`src/rtl/addr1_queue_ctrl.sv`:
```
// addr1_queue_ctrl
//   Streaming FIFO built around the 8 x 10-bit 1R1W synchronous-read address
//   RAM. A 2-entry output buffer (ob) hides the RAM's one-cycle read latency
//   so the queue sustains one item per cycle; total capacity is DEPTH+2.
//
// Ports
//   clock, reset_n          sole clock; synchronous active-low reset
//   enq_valid/ready/bits    producer handshake (enq_ready is register-derived)
//   deq_valid/ready/bits    consumer handshake, head is ob[0]
//   count                   total occupancy (RAM + in-flight read + ob)
//   mem_W0_*                RAM write port
//   mem_R0_en/addr          RAM read port
//   mem_R0_data             RAM read data, valid the cycle after mem_R0_en
module addr1_queue_ctrl #(
  parameter int WIDTH = 10,
  parameter int DEPTH = 8,
  parameter int AW    = $clog2(DEPTH),
  parameter int CW    = $clog2(DEPTH+3)
) (
  input  logic             clock,
  input  logic             reset_n,
  input  logic             enq_valid,
  output logic             enq_ready,
  input  logic [WIDTH-1:0] enq_bits,
  output logic             deq_valid,
  input  logic             deq_ready,
  output logic [WIDTH-1:0] deq_bits,
  output logic [CW-1:0]    count,
  output logic             mem_W0_en,
  output logic [AW-1:0]    mem_W0_addr,
  output logic [WIDTH-1:0] mem_W0_data,
  output logic             mem_R0_en,
  output logic [AW-1:0]    mem_R0_addr,
  input  logic [WIDTH-1:0] mem_R0_data
);

  localparam logic [AW:0] FULL = (AW+1)'(DEPTH);

  logic [AW-1:0]             wptr_q, wptr_d, rptr_q, rptr_d;
  logic [AW:0]               mcnt_q, mcnt_d;
  logic                      rd_inflight_q, rd_inflight_d;
  logic [1:0][WIDTH-1:0]     ob_q, ob_d;
  logic [1:0]                ob_cnt_q, ob_cnt_d;

  logic       enq_fire, deq_fire, bypass, wr_en, rd_issue;
  logic [1:0] ob_tail;   // ob occupancy after this cycle's pop
  logic [2:0] rd_occ;    // ob slots already spoken for after the pop

  // Handshake outputs are forced low while reset is held.
  assign enq_ready = reset_n & (mcnt_q != FULL);
  assign deq_valid = reset_n & (ob_cnt_q != 2'd0);
  assign deq_bits  = ob_q[0];
  assign enq_fire  = enq_valid & enq_ready;
  assign deq_fire  = deq_valid & deq_ready;

  assign ob_tail = ob_cnt_q - {1'b0, deq_fire};
  assign rd_occ  = {1'b0, ob_cnt_q} + {2'b0, rd_inflight_q} - {2'b0, deq_fire};

  // Bypass only when nothing older sits in the RAM or on the read bus.
  assign bypass   = enq_fire & (mcnt_q == '0) & ~rd_inflight_q & (ob_tail < 2'd2);
  assign wr_en    = enq_fire & ~bypass;
  // Issue only if the returning word is guaranteed a free ob slot.
  assign rd_issue = reset_n & (mcnt_q != '0) & (rd_occ < 3'd2);

  assign mem_W0_en   = wr_en;
  assign mem_W0_addr = wptr_q;
  assign mem_W0_data = enq_bits;
  assign mem_R0_en   = rd_issue;
  assign mem_R0_addr = rptr_q;

  assign count = reset_n ? (CW'(mcnt_q) + CW'(rd_inflight_q) + CW'(ob_cnt_q)) : '0;

  always_comb begin
    wptr_d        = wptr_q + AW'(wr_en);
    rptr_d        = rptr_q + AW'(rd_issue);
    mcnt_d        = mcnt_q + (AW+1)'(wr_en) - (AW+1)'(rd_issue);
    rd_inflight_d = rd_issue;
    ob_d          = ob_q;
    ob_cnt_d      = ob_tail;
    if (deq_fire) ob_d[0] = ob_q[1];
    // Pop first, then the RAM word (older) or the bypass word lands at the tail.
    // The two pushes never coincide: bypass requires no read in flight.
    if (rd_inflight_q) begin
      ob_d[ob_tail[0]] = mem_R0_data;
      ob_cnt_d         = ob_tail + 2'd1;
    end else if (bypass) begin
      ob_d[ob_tail[0]] = enq_bits;
      ob_cnt_d         = ob_tail + 2'd1;
    end
  end

  always_ff @(posedge clock) begin
    if (!reset_n) begin
      wptr_q        <= '0;
      rptr_q        <= '0;
      mcnt_q        <= '0;
      rd_inflight_q <= 1'b0;
      ob_cnt_q      <= '0;
    end else begin
      wptr_q        <= wptr_d;
      rptr_q        <= rptr_d;
      mcnt_q        <= mcnt_d;
      rd_inflight_q <= rd_inflight_d;
      ob_cnt_q      <= ob_cnt_d;
    end
  end

  // Payload storage needs no reset; ob_cnt_q qualifies it.
  always_ff @(posedge clock) ob_q <= ob_d;

endmodule

```
`config.mk`:
```
export PLATFORM = sky130hd
export DESIGN_NAME = addr1_queue_ctrl
export DESIGN_NICKNAME = d
export VERILOG_FILES = /design/src/rtl/addr1_queue_ctrl.sv
export SDC_FILE = /design/constraint.sdc
export NUM_CORES = 1
export LEC_CHECK = 0
export BUFFER_PORTS_ARGS = -buffer_cell sky130_fd_sc_hd__buf_4
export CELL_PAD_IN_SITES_DETAIL_PLACEMENT = 1
export CELL_PAD_IN_SITES_GLOBAL_PLACEMENT = 1
export CORE_MARGIN = 2
export CORE_UTILIZATION = 39
export DETAILED_ROUTE_END_ITERATION = 10
export PLACE_DENSITY_LB_ADDON = 0.1
export SLEW_MARGIN = 20
export SYNTH_ARGS = -nofsm -noshare
export SYNTH_HDL_FRONTEND = slang
export SYNTH_SLANG_ARGS = --single-unit
```
`constraint.sdc`:
```
create_clock -name clock -period 4.56 [get_ports clock]
set_input_delay 0.228 -clock clock [delete_from_list [all_inputs] [get_ports clock]]
set_output_delay 0.228 -clock clock [all_outputs]
set_load 0.01 [all_outputs]
```
==> results of run 1 <==
[routing by layer]
metal  vias to the layer above  track usage [%]  part of all wire (%)
met5                         -                0                     0
met4                         0             5.27                   1.1
met3                         6             4.03                   5.0
met2                        45             28.9                    48
met1                       720             23.1                    45
li1                        740                -                     -
[logic make-up (layout without fill, tap and decap cells)]
| kind of cell | Yosys count | in the layout | synth area share, % |
|---|---|---|---|
| fa+ha+maj | 17 | 17 | 11.8 |
| compound gates | 30 | 30 | 11.3 |
| xor+xnor | 9 | 9 | 3.84 |
| mux | 10 | 10 | 4.88 |
| buf+inv | 40 | 77 | 11.8 |
| flops | 33 | 33 | 37.1 |
| simple gates | 62 | 62 | 19.3 |
[per-stage QoR]
stage | setup WS, ns | util [%] | hold slack, ns
finish | 1.11 | 48.3 | 0.250
global route | 0.856 | 48.3 | 0.249
CTS | 1.08 | 48.3 | 0.241
detailed placement | 1.10 | 46.6 | 0.550
global placement | 1.26 | 46.6 | 0.536
floorplan | 1.12 | - | 0.411
[power groups by stage]
stage	Combinational, mW	Sequential (mW)	Clock [mW]
after global routing	0.833	0.508	0.234
after global placement	0.715	0.496	0
after floorplan	0.565	0.464	0
after detailed placement	0.757	0.501	0
final	0.746	0.493	0.211
after CTS	0.761	0.496	0.221
[Yosys cell counts (2+ instances only)]
master and instances:
dfxtp_1 23, nor2_1 23, buf_4 20, and2_1 14
ha_1 13, a22oi_1 10, edfxtp_1 10, mux2i_1 10
a211oi_1 9, inv_1 9, nor3b_2 7, clkbuf_1 6
xor2_1 6, nand2b_1 5, fa_1 4, a21oi_1 3
nand2_1 3, nor3b_1 3, xnor2_1 3, and4_1 2
buf_2 2, buf_6 2
[registers in the layout, indices dropped and copies added, names as in the netlist]
name	flops
mem_W0_addr	3
deq_bits	10
mem_R0_addr	3
mcnt_q	4
ob_cnt_q	2
rd_inflight_q	1
ob_q	10
[worst max-delay path: stages, from the launching register on]
cell and delay [ns]:
dfxtp_1 0.38, o21a_1 0.21, nand2_1 0.07, buf_4 0.22, inv_1 0.09, ha_1 0.27, nand2b_1 0.15, fa_1 0.42
xnor2_1 0.18, and4_1 0.33, xor2_1 0.10, ha_1 0.22, fa_1 0.38, xor2_1 0.15, and2_1 0.17
[how the worst min path moves through the flow]
stage	cells after the start	slack, ns	start	to
after floorplan	2	0.41	mem_R0_data[0]	deq_bits[0]
after global routing	3	0.25	mem_R0_data[2]	deq_bits[2]
after detailed placement	3	0.55	mem_R0_data[2]	deq_bits[2]
after global placement	3	0.54	mem_R0_data[0]	deq_bits[0]
final	3	0.25	mem_R0_data[2]	deq_bits[2]
after CTS	3	0.24	mem_R0_data[2]	deq_bits[2]
[cell type report]
cell class	count	area, sq um	share of cell area (%)
Tap cell	70	87.6	3.55
Clock inverter	2	10.0	0.406
Sequential cell	33	761	30.9
Clock buffer	6	72.6	2.94
Inverter	9	33.8	1.37
Timing Repair Buffer	60	450	18.3
Multi-Input combinational cell	128	1050	42.6
==> results.toml, run 1 <==
[clock_network]
clock-sinks = 33
ctsResizeCount = 0
cts_hold_buf = 0
htreeDepth = 2
cts_tree = "built"
clock-root-buffer = "clkbuf_8"
cts_buffers = 5
clockBufferDepth = 2
clk_pin_slew_ns = 0.07
cts_setup_buffers = 0
clk_latency_ns = 0.28

[route]
routed-via-count = 1511
drtAntennaViolNets = 0
vias_per_cell = 4.91
drc_errors = 0
wl_per_cell_microns = 15.8
finalWirelength_microns = 4880
first_pass_iters = 4
drtIter0Drc = 65

[floorplanning]
fp.dieH_microns = 76.6
rows = 26
initial_core_util_pct = 40.2
die_x_microns = 76.6
core-area_sq_mm = 0.00511
die-area_sq_mm = 0.00586
ioPinCount = 58

[synthesis]
synthArstFlopShare_pct = 0
yosys_warnings = 0
yosysTopAreaCellShare_pct = 22.4
ys_types = 36
synth-main-ff-cell = "dfxtp_1"
synth_area_sq_mm = 0.00205
yosysSeqAreaShare_pct = 37.1
synth.largest_area_cell = "dfxtp_1"
yosys-top-cells-area = "dfxtp_1 22%, edfxtp_1 15%, ha_1 7.9%, buf_4 7.3%, mux2i_1 4.9%"
synth.net_count = 242
syn_inst = 201
synth-edff-count = 10
avgSynthCellArea_sq_um = 10.2
synth_seq_cells = 33

[placed_design]
io_buffers = 57
gp_congestion = 0.749
dp_hpwl_microns = 3640
dp_cells = 300
dpl_cell_area_sq_mm = 0.00238

[sta]
tightest_slew_ns = 0.972
hold_viol = 0
slew_violations = 0
setup_viol = 0
finClkSkew_ns = 0.00359
slew-limit-headroom_pct = 35.1
fmax_mhz = 289
rsz0062_at_grt = "false"
min_period_ns = 3.45
setup_tns_ns = 0
timing.final.crit_share_pct = 75.8

[critical_path]
end_kind = "flip-flop"
critPathLaunch = "ob_cnt_q[1]"
criticalPathCategory = "flip-flop to flip-flop"
worstPathArrival_ns = 3.63
worst-r2r-setup-slack_ns = 1.11
crit_fanout = 11
r2r_start = "ob_cnt_q[1]"
r2r_cells = 14
reg2reg_to = "mcnt_q[2]"
crit_required_ns = 4.73
crit_end = "mcnt_q[2]"
cp-start-kind = "flip-flop"

[power_and_ir_drop]
swShare_pct = 40.0
internal-power_mw = 0.869
leakage_nw = 1.12
p_seq_share_pct = 34.0
clkPwrFrac_pct = 14.5
switchingPower_mw = 0.581
power_density_mw_per_mm2 = 588
peakVddDrop_mv = 0.242
p_comb_share_pct = 51.4
finalPower_mw = 1.45

[cells_and_area]
fin_nets = 278
drive_gt1_share_pct = 32.8
final_cell_mix = "60 x buf_4, 23 x nor2_1, 23 x dfxtp_1"
fillers = 603
stdcell_area_sq_mm = 0.00246
final_cells = 308
n_antenna_cell = 0
syn_to_final_growth_pct = 20.0
layout_commonest_cell = "buf_4"

[global_routing]
grt_usage_pct = 17.6
grt_pass1_vias = 1635
grt_antenna_before_repair = 0
grt_max_degree = 25
grt_pass1_wl_microns = 8250
overflow = 0

[job]
drv_cap = 0

[status]
status = "finished clean"

[min_path]
hold_class = "input port to flip-flop"
Power figures use the tool's default switching activity.
==> run 2: changes to the inputs <==
- CORE_UTILIZATION: 39 -> 36
- clock period: 4.56 -> 2.8 ns (I/O delays scaled with it)
==> run 2 against run 1 <==
The flow now finishes with violations (setup timing); utilization about the same; non-clock buffer count increased by 11; via count increased by 3.6%.
==> results.toml, run 2 (synthesis gave the netlist of run 1 again) <==
[cells_and_area]
fillers = 631
layout_commonest_cell = "buf_4"
finish.utilization_pct = 48.2
stdcell_area_sq_mm = 0.00266
n_antenna_cell = 0
drive_gt1_share_pct = 42.6
final_cell_mix = "70 x buf_4, 23 x nor2_1, 22 x dfxtp_1"
syn_to_final_growth_pct = 29.4
fin_nets = 289

[clock_network]
clk_pin_slew_ns = 0.07
clockBufferDepth = 2
htreeDepth = 2
cts_tree = "built"
clk_latency_ns = 0.28
clock-sinks = 33
clock-root-buffer = "clkbuf_8"
cts_buffers = 5

[floorplanning]
fp.dieH_microns = 79.5
die_x_microns = 79.5
core-area_sq_mm = 0.00551
initial_core_util_pct = 37.3
ioPinCount = 58
rows = 27
die-area_sq_mm = 0.00632

[power_and_ir_drop]
finalPower_mw = 2.59
peakVddDrop_mv = 0.406
power_density_mw_per_mm2 = 975
leakage_nw = 1.20

[placed_design]
dpl_cell_area_sq_mm = 0.00250
io_buffers = 57
gp_congestion = 0.732
dp_hpwl_microns = 3720
pre_cts_ws_ns = -0.0372

[sta]
slew_violations = 0
setup_viol = 3
timing.final.crit_share_pct = 101
finClkSkew_ns = 0.00873
finalWorstSetupSlack_ns = -0.0409
min_period_ns = 2.84
rsz0062_at_grt = "true"
hold_viol = 0
whs_ns = 0.170
fmax_mhz = 352
slew-limit-headroom_pct = 56.0
tightest_slew_ns = 0.660

[global_routing]
grt_usage_pct = 16.2
grt_pass1_vias = 1607
grt_pass1_wl_microns = 7940
grt_max_degree = 21
grt_antenna_before_repair = 0
overflow = 0

[status]
status = "finished with violations"
violations = "setup timing"

[route]
routed-via-count = 1566
wl_per_cell_microns = 15.4
drtAntennaViolNets = 0
vias_per_cell = 4.88
finalWirelength_microns = 4930
drtIter0Drc = 61
first_pass_iters = 4
drc_errors = 0

[critical_path]
end_kind = "flip-flop"
worstPathArrival_ns = 3.03
crit_fanout = 2
criticalPathCategory = "flip-flop to flip-flop"
cp-start-kind = "flip-flop"
crit_required_ns = 2.98

[job]
drv_cap = 0

[min_path]
hold_class = "input port to flip-flop"
run 2: cell count changes in the layout (fill, tap and decap cells not counted), sizes merged:
cell / previous run / this run
buf: 60 / 71
clkbuf: 6 / 7
clkinv: 2 / 1
run 2: metrics by stage:
step	setup TNS, ns	cells
after CTS	-0.0615	318
after floorplan	-0.627	201
after global placement	0	309
after detailed placement	-0.0698	309
final	-0.0806	321
after global routing	-0.432	321
run 2: worst paths after layout:
| check | to | startpoint | cells past startpoint | slack [ns] |
|---|---|---|---|---|
| max | mcnt_q[1] | ob_cnt_q[1] | 11 | -0.04 |
| min | deq_bits[1] | mem_R0_data[1] | 3 | 0.17 |
| max reg2reg | mcnt_q[1] | ob_cnt_q[1] | 11 | -0.04 |
| min reg2reg | deq_bits[0] | deq_bits[0] | 2 | 0.57 |
run 2: what timing repair did:
item / 4_1_cts / 5_1_grt
pin swaps: 1 / 2
hold buffers: 0 / 0
resized for setup: 2 / 3
setup endpoints to repair: 3 / 4
setup buffers: 1 / 3
run 2: layer usage:
layer | global-route usage (%) | vias to the layer above | share of wire [%]
met5 | 0 | - | 0
li1 | - | 763 | -
met3 | 3.05 | 2 | 4.3
met4 | 3.62 | 0 | 0.39
met2 | 27.6 | 35 | 51
met1 | 21.2 | 766 | 44
run 2: power by group:
part	switching (mW)	leakage (nW)	total [mW]	internal (mW)
Sequential	0.0881	0.286	0.761	0.673
Combinational	0.720	0.858	1.43	0.711
Clock	0.176	0.0542	0.398	0.222
Total	0.984	1.20	2.59	1.61
run 2: worst max-delay path: stages, from the launching register on:
cell and delay (ns):
dfxtp_4 0.35, o21a_1 0.21, nand2_2 0.10, inv_4 0.05, ha_4 0.20, nand2b_4 0.13, fa_2 0.52, and4_4 0.25
xor2_2 0.14, ha_2 0.21, fa_2 0.44, and2_4 0.14
run 2: cell type report:
class,count,area [sq um],share of cell area (%)
repair buffers,71,537,20.2
flip-flops and latches,33,764,28.8
multi-input cells,128,1130,42.4
clock inverters,1,5.00,0.188
well taps,72,90.1,3.39
clock buffers,7,96.3,3.63
inverters,9,36.3,1.37
